`src/rtl/sobig_divider.sv`:
```
// Bit-serial restoring divider for sign-magnitude fixed-point operands: quotient = num2 / num1 with FRAC_OUT fractional bits.
// One quotient bit per clock. Inputs are sampled once in LOAD. The result is sticky in DONE until the next init pulse.
module sobig_divider #(
  parameter int FRAC_OUT = 32,
  parameter int MAXSHIFT = 159
) (
  input  logic        systclk,
  input  logic        init,
  input  logic [64:0] num1,
  input  logic [64:0] num2,
  input  logic        sign1,
  input  logic        sign2,
  input  logic [6:0]  dotplace1,
  input  logic [6:0]  dotplace2,
  input  logic [6:0]  deltadotplace,
  output logic [63:0] result,
  output logic        signresult,
  output logic [6:0]  dotplaceresult,
  output logic        calcover
);

  localparam int CW = $clog2(65 + MAXSHIFT + 1);

  typedef enum logic [1:0] {IDLE, LOAD, DIV, DONE} state_t;

  state_t         state, state_nxt;
  logic [64:0]    dvd;
  logic [64:0]    dvs;
  logic [65:0]    rem;
  logic [63:0]    quot;
  logic           ovf;
  logic           sgn;
  logic [CW-1:0]  cnt;

  logic [8:0]     lpos;
  logic [6:0]     rshift;
  logic [CW-1:0]  nsteps;
  logic [65:0]    rem_sh;
  logic [65:0]    rem_sub;
  logic           qbit;

  // Positive L appends zero bits to the dividend; negative L pre-shifts num2 right instead.
  always_comb begin
    lpos   = '0;
    rshift = '0;
    if (dotplace1 >= dotplace2)
      lpos = 9'(FRAC_OUT) + {2'b00, deltadotplace};
    else if (deltadotplace <= 7'(FRAC_OUT))
      lpos = 9'(FRAC_OUT) - {2'b00, deltadotplace};
    else
      rshift = deltadotplace - 7'(FRAC_OUT);
    nsteps = CW'(65) + CW'(lpos);
  end

  always_comb begin
    rem_sh  = {rem[64:0], dvd[64]};
    qbit    = (rem_sh >= {1'b0, dvs});
    rem_sub = rem_sh - {1'b0, dvs};
  end

  always_ff @(posedge systclk or posedge init) begin
    if (init)
      state <= IDLE;
    else
      state <= state_nxt;
  end

  always_comb begin
    state_nxt = state;
    case (state)
      IDLE:    state_nxt = LOAD;
      LOAD:    state_nxt = (num1 == '0) ? DONE : DIV;
      DIV:     if (cnt == CW'(1)) state_nxt = DONE;
      DONE:    state_nxt = DONE;
      default: state_nxt = IDLE;
    endcase
  end

  always_ff @(posedge systclk or posedge init) begin
    if (init) begin
      dvd  <= '0;
      dvs  <= '0;
      rem  <= '0;
      quot <= '0;
      ovf  <= 1'b0;
      sgn  <= 1'b0;
      cnt  <= '0;
    end else begin
      case (state)
        LOAD: begin
          dvs  <= num1;
          dvd  <= num2 >> rshift;
          rem  <= '0;
          quot <= '0;
          ovf  <= (num1 == '0);
          sgn  <= sign1 ^ sign2;
          cnt  <= nsteps;
        end
        DIV: begin
          dvd  <= {dvd[63:0], 1'b0};
          rem  <= qbit ? rem_sub : rem_sh;
          quot <= {quot[62:0], qbit};
          ovf  <= ovf | quot[63];
          cnt  <= cnt - CW'(1);
        end
        default: ;
      endcase
    end
  end

  always_comb begin
    calcover       = (state == DONE);
    result         = calcover ? (ovf ? '1 : quot) : '0;
    signresult     = calcover & sgn;
    dotplaceresult = calcover ? 7'(FRAC_OUT) : '0;
  end

endmodule

```
`config.mk`:
```
export PLATFORM = sky130hd
export DESIGN_NAME = sobig_divider
export DESIGN_NICKNAME = d
export VERILOG_FILES = /design/src/rtl/sobig_divider.sv
export SDC_FILE = /design/constraint.sdc
export NUM_CORES = 1
export LEC_CHECK = 0
export ABC_AREA = 1
export CAP_MARGIN = 20
export CELL_PAD_IN_SITES_DETAIL_PLACEMENT = 0
export CELL_PAD_IN_SITES_GLOBAL_PLACEMENT = 1
export CORE_MARGIN = 10
export CORE_UTILIZATION = 45
export DETAILED_ROUTE_END_ITERATION = 7
export GPL_ROUTABILITY_DRIVEN = 0
export HOLD_SLACK_MARGIN = 0.08
export PLACE_DENSITY = 0.91
export SYNTH_ARGS = -nofsm -noshare
export SYNTH_HDL_FRONTEND = slang
export SYNTH_SLANG_ARGS = --single-unit
```
`constraint.sdc`:
```
create_clock -name systclk -period 16.25 [get_ports systclk]
set_input_delay 4.875 -clock systclk [delete_from_list [all_inputs] [get_ports systclk]]
set_output_delay 4.875 -clock systclk [all_outputs]
set_load 0.01 [all_outputs]
```
-- Yosys cells after proc, flatten, opt, wreduce, memory -nomap -nowiden
Index checks and enable logic that the tools add are counted.
- output and inout port bits: 73
- register bits: 271
- shift operators: 1
- reduce and logical (&&, ||, !) cells: 3
- add/subtract/negate cells: 6
- magnitude comparators: 3
- multiplexer cells: 16
- bitwise logic cells: 3
- eq/ne operators: 5
- operators by type and width (cell ; count):
    $pmux 65 s2 ; 2
    $mux 64 ; 2
    $pmux 64 s2 ; 1
    $ge 66x65->1 ; 1
    $logic_not 65->1 ; 1
    $mux 65 ; 1
    $shr 65x7->65 ; 1
    $sub 65x65->65 ; 1
    $mux 8 ; 2
    $pmux 8 s2 ; 1
    $mux 7 ; 2
    $add 6x7->8 const A ; 1
    $add 7x8->8 const A ; 1
    $eq 8x1->1 const B ; 1
    $pmux 2 s4 ; 1
    $sub 6x7->8 const A ; 1
    $sub 8x1->8 const B ; 1
    $ge 7x7->1 ; 1
    $le 7x6->1 const B ; 1
    $sub 7x6->7 const B ; 1
    $mux 6 ; 1
    $eq 2x2->1 const B ; 2
    $eq 2x1->1 const B ; 1
    $logic_not 2->1 ; 1
    8 further kinds ; 8

-- Depth between registers and ports, before layout
Gate-level depths: netlist (run 1).
- word-level depth: 5
- depth in mapped cells: 22
- mapped depth without buffers: 21

-- Worst setup path after synthesis (run 1)
No wires, ideal clock.
- path kind: input to register
- start point: input port dotplace2[6]
- end point: register cnt[6]
- setup slack: 9.443 ns
- arrival time: 6.742 ns
- setup time: 0.065 ns
- required time: 16.185 ns
- stages: 17
- buffers on the path: 0
- cell sequence: inv_1 > ha_1 > nand2_2 > inv_2 > nand2_1 > nand2_2 > a21oi_4 > o21ai_0 > inv_1 > ha_1 > inv_1 > nor3_2 > nand3b_1 > or2_0 > nand3_1 > o21ai_0 > inv_1
- cells in the longest elaborated chain, start to end: 4
- RTL lines (element ; line ; source):
    start, declared ; 14 ; input logic [6:0] dotplace2,
    $ge 7x7->1 ; 46 ; if (dotplace1 >= dotplace2)
    $mux 8 ; 46 ;
    $add 7x8->8 ; 52 ; nsteps = CW'(65) + CW'(lpos);
    $pmux 8 s2 ; 89 ; case (state)
    end signal, assigned ; 97 ; cnt <= nsteps;
    end signal, assigned ; 104 ; cnt <= cnt - CW'(1);
    end, declared ; 33 ; logic [CW-1:0] cnt;
Every way passes these cells.
A chain may end at the register's enable or synchronous reset.

-- Worst setup path after layout (run 1)
- start point: input port dotplace2[6]
- end point: register dvd[42]
- cells in the longest elaborated chain, start to end: 4
- RTL lines (element ; line ; source):
    $ge 7x7->1 ; 46 ;
    $mux 7 ; 46 ;
    $shr 65x7->65 ; 92 ; dvd <= num2 >> rshift;
    $pmux 65 s2 ; 89 ;
    end signal, assigned ; 92 ;
    end signal, assigned ; 100 ; dvd <= {dvd[63:0], 1'b0};
    end, declared ; 27 ; logic [64:0] dvd;
Every way passes these cells.

==> results of run 1 <==
## flip-flops by register name, indices dropped and copies added, names as in the netlist
signal and cells:
dvd 65, dvs 65, rem 65, quot 64
cnt 8, state 2, ovf 1, sgn 1
## metal layers
metal / share of wire / wire, um
met1: 0.43 / 31200
met2: 0.47 / 33900
met3: 0.062 / 4500
met4: 0.034 / 2480
met5: 0.00047 / 34
## per-stage QoR
stage                     cell area, um^2  cells
after floorplan                     21800   3350
after CTS                           25200   4093
after global placement              24100   4037
after global routing                25300   4096
after detailed placement            24100   4037
final                               25300   4096
## worst register-to-register path, stage by stage (launching register included)
cell,delay [ns]
dfrtp_1,0.32
inv_1,0.07
ha_1,0.23
fa_1,0.42
o21ai_2,0.23
nand2_1,0.09
nand2_2,0.12
a21oi_2,0.09
o21ai_2,0.20
nand3_1,0.13
nand3_2,0.16
nand3_4,0.33
nand2_4,0.55
buf_4,0.59
nand2_1,0.14
nand2_1,0.10
o21ai_1,0.08
## cell families after synthesis
| group | after synthesis | share of synthesized area |
|---|---|---|
| other cells | 1 | 0.000172 |
| fa+ha+maj | 85 | 0.0491 |
| flops | 271 | 0.311 |
| mux | 1 | 0.000516 |
| xor+xnor | 58 | 0.0233 |
| simple gates | 1760 | 0.353 |
| compound gates | 576 | 0.151 |
| buf+inv | 593 | 0.113 |
## layout make-up
type	count	area (um^2)	share of cell area
well taps	615	769	0.0305
repair buffers	239	2380	0.0944
inverters	429	1630	0.0644
multi-input cells	2486	12600	0.500
clock buffers	44	873	0.0346
flip-flops and latches	271	6780	0.268
clock inverters	12	191	0.00758
## synth_stat cells, drive strengths merged (2+ instances only)
cell type / instances
clkbuf: 82
nor3: 20
o21bai: 12
inv: 427
o21ai: 213
a21o: 10
o221ai: 27
buf: 82
nor4: 16
xor2: 22
nand2: 926
nand3: 527
a21boi: 3
o211ai: 27
o21a: 5
xnor2: 36
a21oi: 195
nand3b: 21
o31ai: 2
o22ai: 64
or4: 3
nor2: 220
a31oi: 13
dfrtp: 271
nand4: 16
clkinv: 2
ha: 84
or2: 11
## path summary, 6_finish.rpt
check	end	cells past startpoint	start	slack, ns
setup / recovery	dvd[42]	15	dotplace2[6]	7.69
hold / removal	dvd[22]	2	dvd[21]	0.49
setup reg to reg	rem[27]	16	dvd[64]	12.26
hold reg to reg	dvd[22]	2	dvd[21]	0.49
max in group asynchronous	ovf	5	init	8.68
min in group asynchronous	dvs[36]	2	init	4.73
## power by group through the flow
stage,clock [mW],combinational [mW],sequential [mW]
2_1_floorplan,0,1.28,0.907
3_3_place_gp,0,1.66,0.919
3_5_place_dp,0,1.69,0.924
4_1_cts,0.742,1.70,0.914
5_1_grt,0.774,1.93,0.932
6_report,0.727,1.72,0.915
==> out/qor.csv, run 1 <==
metric,value,unit
Design Power,3.36,mW
register area share after synthesis,0.311,
Worst setup EP type,register,
proportion of power drawn by the clock network,0.216,
Final Cycle Share,0.527,
"flops & latches, synth",271,
Area contributors post-synth,"dfrtp_1, nand2_1, nand3_1, inv_1, ha_1",
NetSw,1.56,mW
post-CTS sizing,0,
Yosys cell types,61,
Via-to-Cell Ratio,5.61,
total negative slack,0,ns
RSZ-0062 raised after global routing,false,
Worst Skew,0.0193,ns
Ys Warns,0,
Buffers & Inverters on Critical Path,5,
min setup slack post-route,7.69,ns
antenna violations before repair,4,
vias in the first global route,22000,
max incr delay on CP,0.62,ns
maximum clock frequency,0.117,GHz
Worst Tran Pin Value,1.05,ns
minimum clock period,8.56,ns
pwr/cell area,133,nW/um^2
Rel. slew slack,0.301,
Core ar.,47800,um^2
starting density of the core,0.456,
drt wl/cell,17.6,um
largest net degree at the start of global routing,96,
DIE HEIGHT,240,um
I/O pin cnt,228,
outcome,"finished, final reports clean",
DR DRC count,0,
leading area contributor after synthesis,dfrtp_1,
Startpoint Class,primary input,
"EDFF count, synth",0,
starting DRC count in detailed routing,2217,
Filler Cells Inserted,4903,
Crit-path slowest cell,inv_1,
post-layout net count,3697,
part of the power in registers,0.272,
synthesized area per cell,6.52,um^2
Mapped Cells,3345,
total wire length,72100,um
hold slack,0.490,ns
Post-Route Utilization,0.528,
async set-or-reset flop fraction in the synthesized netlist,1.00,
CP Data Required Time,16.67,ns
Syn-to-layout area delta,15.7,%
Root Driver,clkbuf_16,
1st-pass router iterations,6,
"commonest cells after routing, fill and taps aside","nand2_1, nand3_1, inv_1",
clk sink count,271,
critical path type,primary input to register,
final setup fails,0,
Most Crowded Layer GR,met2,
grt ovf,0,
Synth top area share,0.311,
"Reg clk slew, reported paths",0.06,ns
placed wire-length estimate,55200,um
H-tree depth,1,
# hold bufs at CTS,0,
Rows,80,
clk_lat worst skew,0.60,ns
post-CTS setup buffer count,0,
"commonest non-fill, non-tap cell in the layout",nand2_1,
Longest Clk Path Bufs,3,
DIE WIDTH,240,um
first-pass GRT wire length,115000,um
Max-Cap Viols,0,
routing usage on met2,0.402,
M3 GR Usage,0.0361,
M1 GR Usage,0.321,
cells along the critical path,clkdlybuf4s50_1 > inv_1 > ha_1 > nand2_2 > inv_2 > nand2_1 > nand2_2 > a21oi_4 > nand2_2 > inv_1 > nor2_1 > nand2_1 > inv_1 > nand3_1 > o221ai_1,
"delay-heaviest family, CP",simple AND/OR/NAND/NOR gates,
worst hold path class,register to register,
Int Pwr,1.80,mW
share of layout cells above drive strength 1,0.0388,
Diodes inserted,0,
Port Buffer Count,221,
synthesized area,21800,um^2
number of buffers created by CTS,30,
"Primary FF master, synth",dfrtp_1,
Max Slew Vio Count,0,
worst-case vdd ir drop,0.109,mV
vias,23000,
switching power share of the total,0.464,
TritonCTS clock tree,built,
Global Route Usage Sum,0.244,
Final ANT Viol Nets,0,
Leakage Power,12.1,nW
Setup WS pre-CTS,7.20,ns
Crit Path Max Fanout,27,
Worst EP arrival,8.98,ns
Final Hold Violating Endpoints,0,
DIE AREA,57700,um^2
combinational share of power,0.511,
(Power assumes the default switching activity.)
==> run 2, diff against run 1 <==
Settings changed: CORE_UTILIZATION 45 to 42, PLACE_DENSITY 0.91 to 0.86.
Clock period 16.25 ns to 9 ns, I/O delays scaled along.
==> run 2 against run 1 <==
Core utilization down 3.3 points. Largest cell class unchanged. Non-clock buffer count up 1. Via count up 0.30%. Critical path type unchanged. Global-route usage down 0.82 points. Setup slack worse by 5.3 ns.
==> out/qor.csv, run 2 (synthesis gave the netlist of run 1 again) <==
metric,value,unit,change
Placed Cells,4101,,+1.6%
Worst Tran Pin Value,1.12,ns,+0.0748 ns
worst-case vdd ir drop,0.170,mV,+56%
Startpoint Class,primary input,,
vias in the first global route,22500,,+2.3%
vias,23100,,+0.30%
Rows,83,,+3.8%
Crit Path Max Fanout,27,,unchanged
Longest Clk Path Bufs,3,,unchanged
Worst EP arrival,7.17,ns,-1.81 ns
DIE AREA,61500,um^2,+6.5%
post-layout net count,3699,,+0.054%
Via-to-Cell Ratio,5.54,,-1.3%
Leakage Power,12.1,nW,+0.20%
Root Driver,clkbuf_16,,
CP Data Required Time,9.51,ns,-7.16 ns
pwr/cell area,242,nW/um^2,+82%
clk sink count,271,,unchanged
Worst Setup SP,dotplace2[2],,
number of buffers created by CTS,31,,+3.3%
minimum clock period,6.66,ns,
Max-Cap Viols,0,,unchanged
Buffers & Inverters on Critical Path,5,,unchanged
hold slack,0.488,ns,-0.00176 ns
Reg2Reg Launch Point,dvd[64],,
Finished Layout Cells,4162,,+1.6%
placed wire-length estimate,55900,um,+1.3%
Global Route Usage Sum,0.235,,-0.00825
grt ovf,0,,unchanged
I/O pin cnt,228,,unchanged
maximum clock frequency,0.150,GHz,
Crit-path slowest cell,nor2_1,,
H-tree depth,1,,unchanged
Final Hold Violating Endpoints,0,,unchanged
total negative slack,0,ns,unchanged
starting DRC count in detailed routing,2198,,-0.86%
Rel. slew slack,0.251,,-0.0498
"commonest cells after routing, fill and taps aside","nand2_1, nand3_1, inv_1",,
outcome,"finished, final reports clean",,
cells along the critical path,clkdlybuf4s50_1 > inv_1 > ha_1 > nand2_1 > inv_1 > nand2_1 > nand2_1 > a21oi_4 > nand2_2 > inv_1 > nor2_1 > nand2_1 > inv_1 > nand3_1 > o221ai_1,,
post-route cell area,25400,um^2,+0.63%
post-CTS setup buffer count,0,,unchanged
Worst setup EP type,register,,
1st-pass router iterations,6,,unchanged
post-CTS sizing,0,,unchanged
DIE WIDTH,248,um,+3.2%
RSZ-0062 raised after global routing,false,,
TritonCTS clock tree,built,,
Diodes inserted,0,,unchanged
# hold bufs at CTS,0,,unchanged
Worst Skew,0.0121,ns,-0.00719 ns
"Reg clk slew, reported paths",0.07,ns,about the same
Syn-to-layout area delta,16.5,%,
drt wl/cell,17.7,um,+0.68%
clk_lat worst skew,0.60,ns,about the same
DIE HEIGHT,248,um,+3.2%
DR DRC count,0,,unchanged
Core ar.,51400,um^2,+7.4%
max incr delay on CP,0.73,ns,+0.11 ns
share of layout cells above drive strength 1,0.0399,,+0.00114
antenna violations before repair,5,,+1
starting density of the core,0.425,,-0.0316
final setup fails,0,,unchanged
area post-placement,24200,um^2,+0.34%
Design Power,6.16,mW,+83%
worst hold path class,register to register,,
"delay-heaviest family, CP",simple AND/OR/NAND/NOR gates,,
total wire length,73700,um,+2.3%
"commonest non-fill, non-tap cell in the layout",nand2_1,,
biggest regs,"dvd (65), dvs (65), rem (65)",,
Final Cycle Share,0.740,,
Port Buffer Count,221,,unchanged
critical path type,primary input to register,,
Max Slew Vio Count,0,,unchanged
largest net degree at the start of global routing,188,,+96%
Final ANT Viol Nets,0,,unchanged
Hold Startpoint,quot[63],,
first-pass GRT wire length,119000,um,+3.1%
==> run 2: cell count changes in the layout (fill, tap and decap cells not counted), sizes merged <==
cell / before / now
clkinvlp: 1 / 4
clkbuf: 44 / 42
clkinv: 8 / 6
buf: 18 / 19
inv: 428 / 429
==> run 2: worst register-to-register path: stages (launching register included) <==
cell and delay, ns:
dfrtp_1 0.32, inv_1 0.07, ha_1 0.23, fa_1 0.42, o21ai_2 0.23, nand2_1 0.09, nand2_2 0.10, a21oi_2 0.09
o21ai_2 0.20, nand3_1 0.13, nand3_2 0.16, nand3_4 0.36, nand2_4 0.18, buf_4 0.81, nand3_1 0.33, nand2_1 0.17
nand2_1 0.07
==> run 2: final timing paths <==
path | endpoint | slack [ns] | cells after the start
max | dvd[36] | 2.34 | 15
min | quot[63] | 0.49 | 2
max reg2reg | rem[51] | 4.91 | 16
min reg2reg | quot[63] | 0.49 | 2
max in group asynchronous | quot[52] | 5.03 | 3
min in group asynchronous | dvs[2] | 2.52 | 2
==> run 2: metal layers <==
metal | global-route usage | wire length, um | up-vias
met4 | 0.0791 | 2560 | 6
met3 | 0.0348 | 4910 | 149
met1 | 0.310 | 31900 | 10900
met2 | 0.388 | 34300 | 818
met5 | 0 | 44 | -
li1 | - | - | 11200
==> run 2: metrics by stage <==
stage           util  setup slack (ns)
6_report       0.494              2.34
5_1_grt        0.494              2.03
4_1_cts        0.492              2.46
3_5_place_dp   0.471              1.83
3_3_place_gp   0.471              1.79
2_1_floorplan      -              2.72
==> run 2: cell type report <==
class	instances	area, um^2
multi-input cells	2486	12600
clock buffers	42	887
clock inverters	14	208
fillers	5287	26000
inverters	429	1620
repair buffers	240	2440
well taps	680	851
flip-flops and latches	271	6780
==> run 2: power breakdown <==
| group | internal [mW] | leakage [nW] | switching (mW) | total [mW] |
|---|---|---|---|---|
| registers | 1.53 | 3.56 | 0.116 | 1.65 |
| clock network | 0.808 | 0.529 | 0.556 | 1.36 |
| logic | 0.959 | 8.05 | 2.19 | 3.15 |
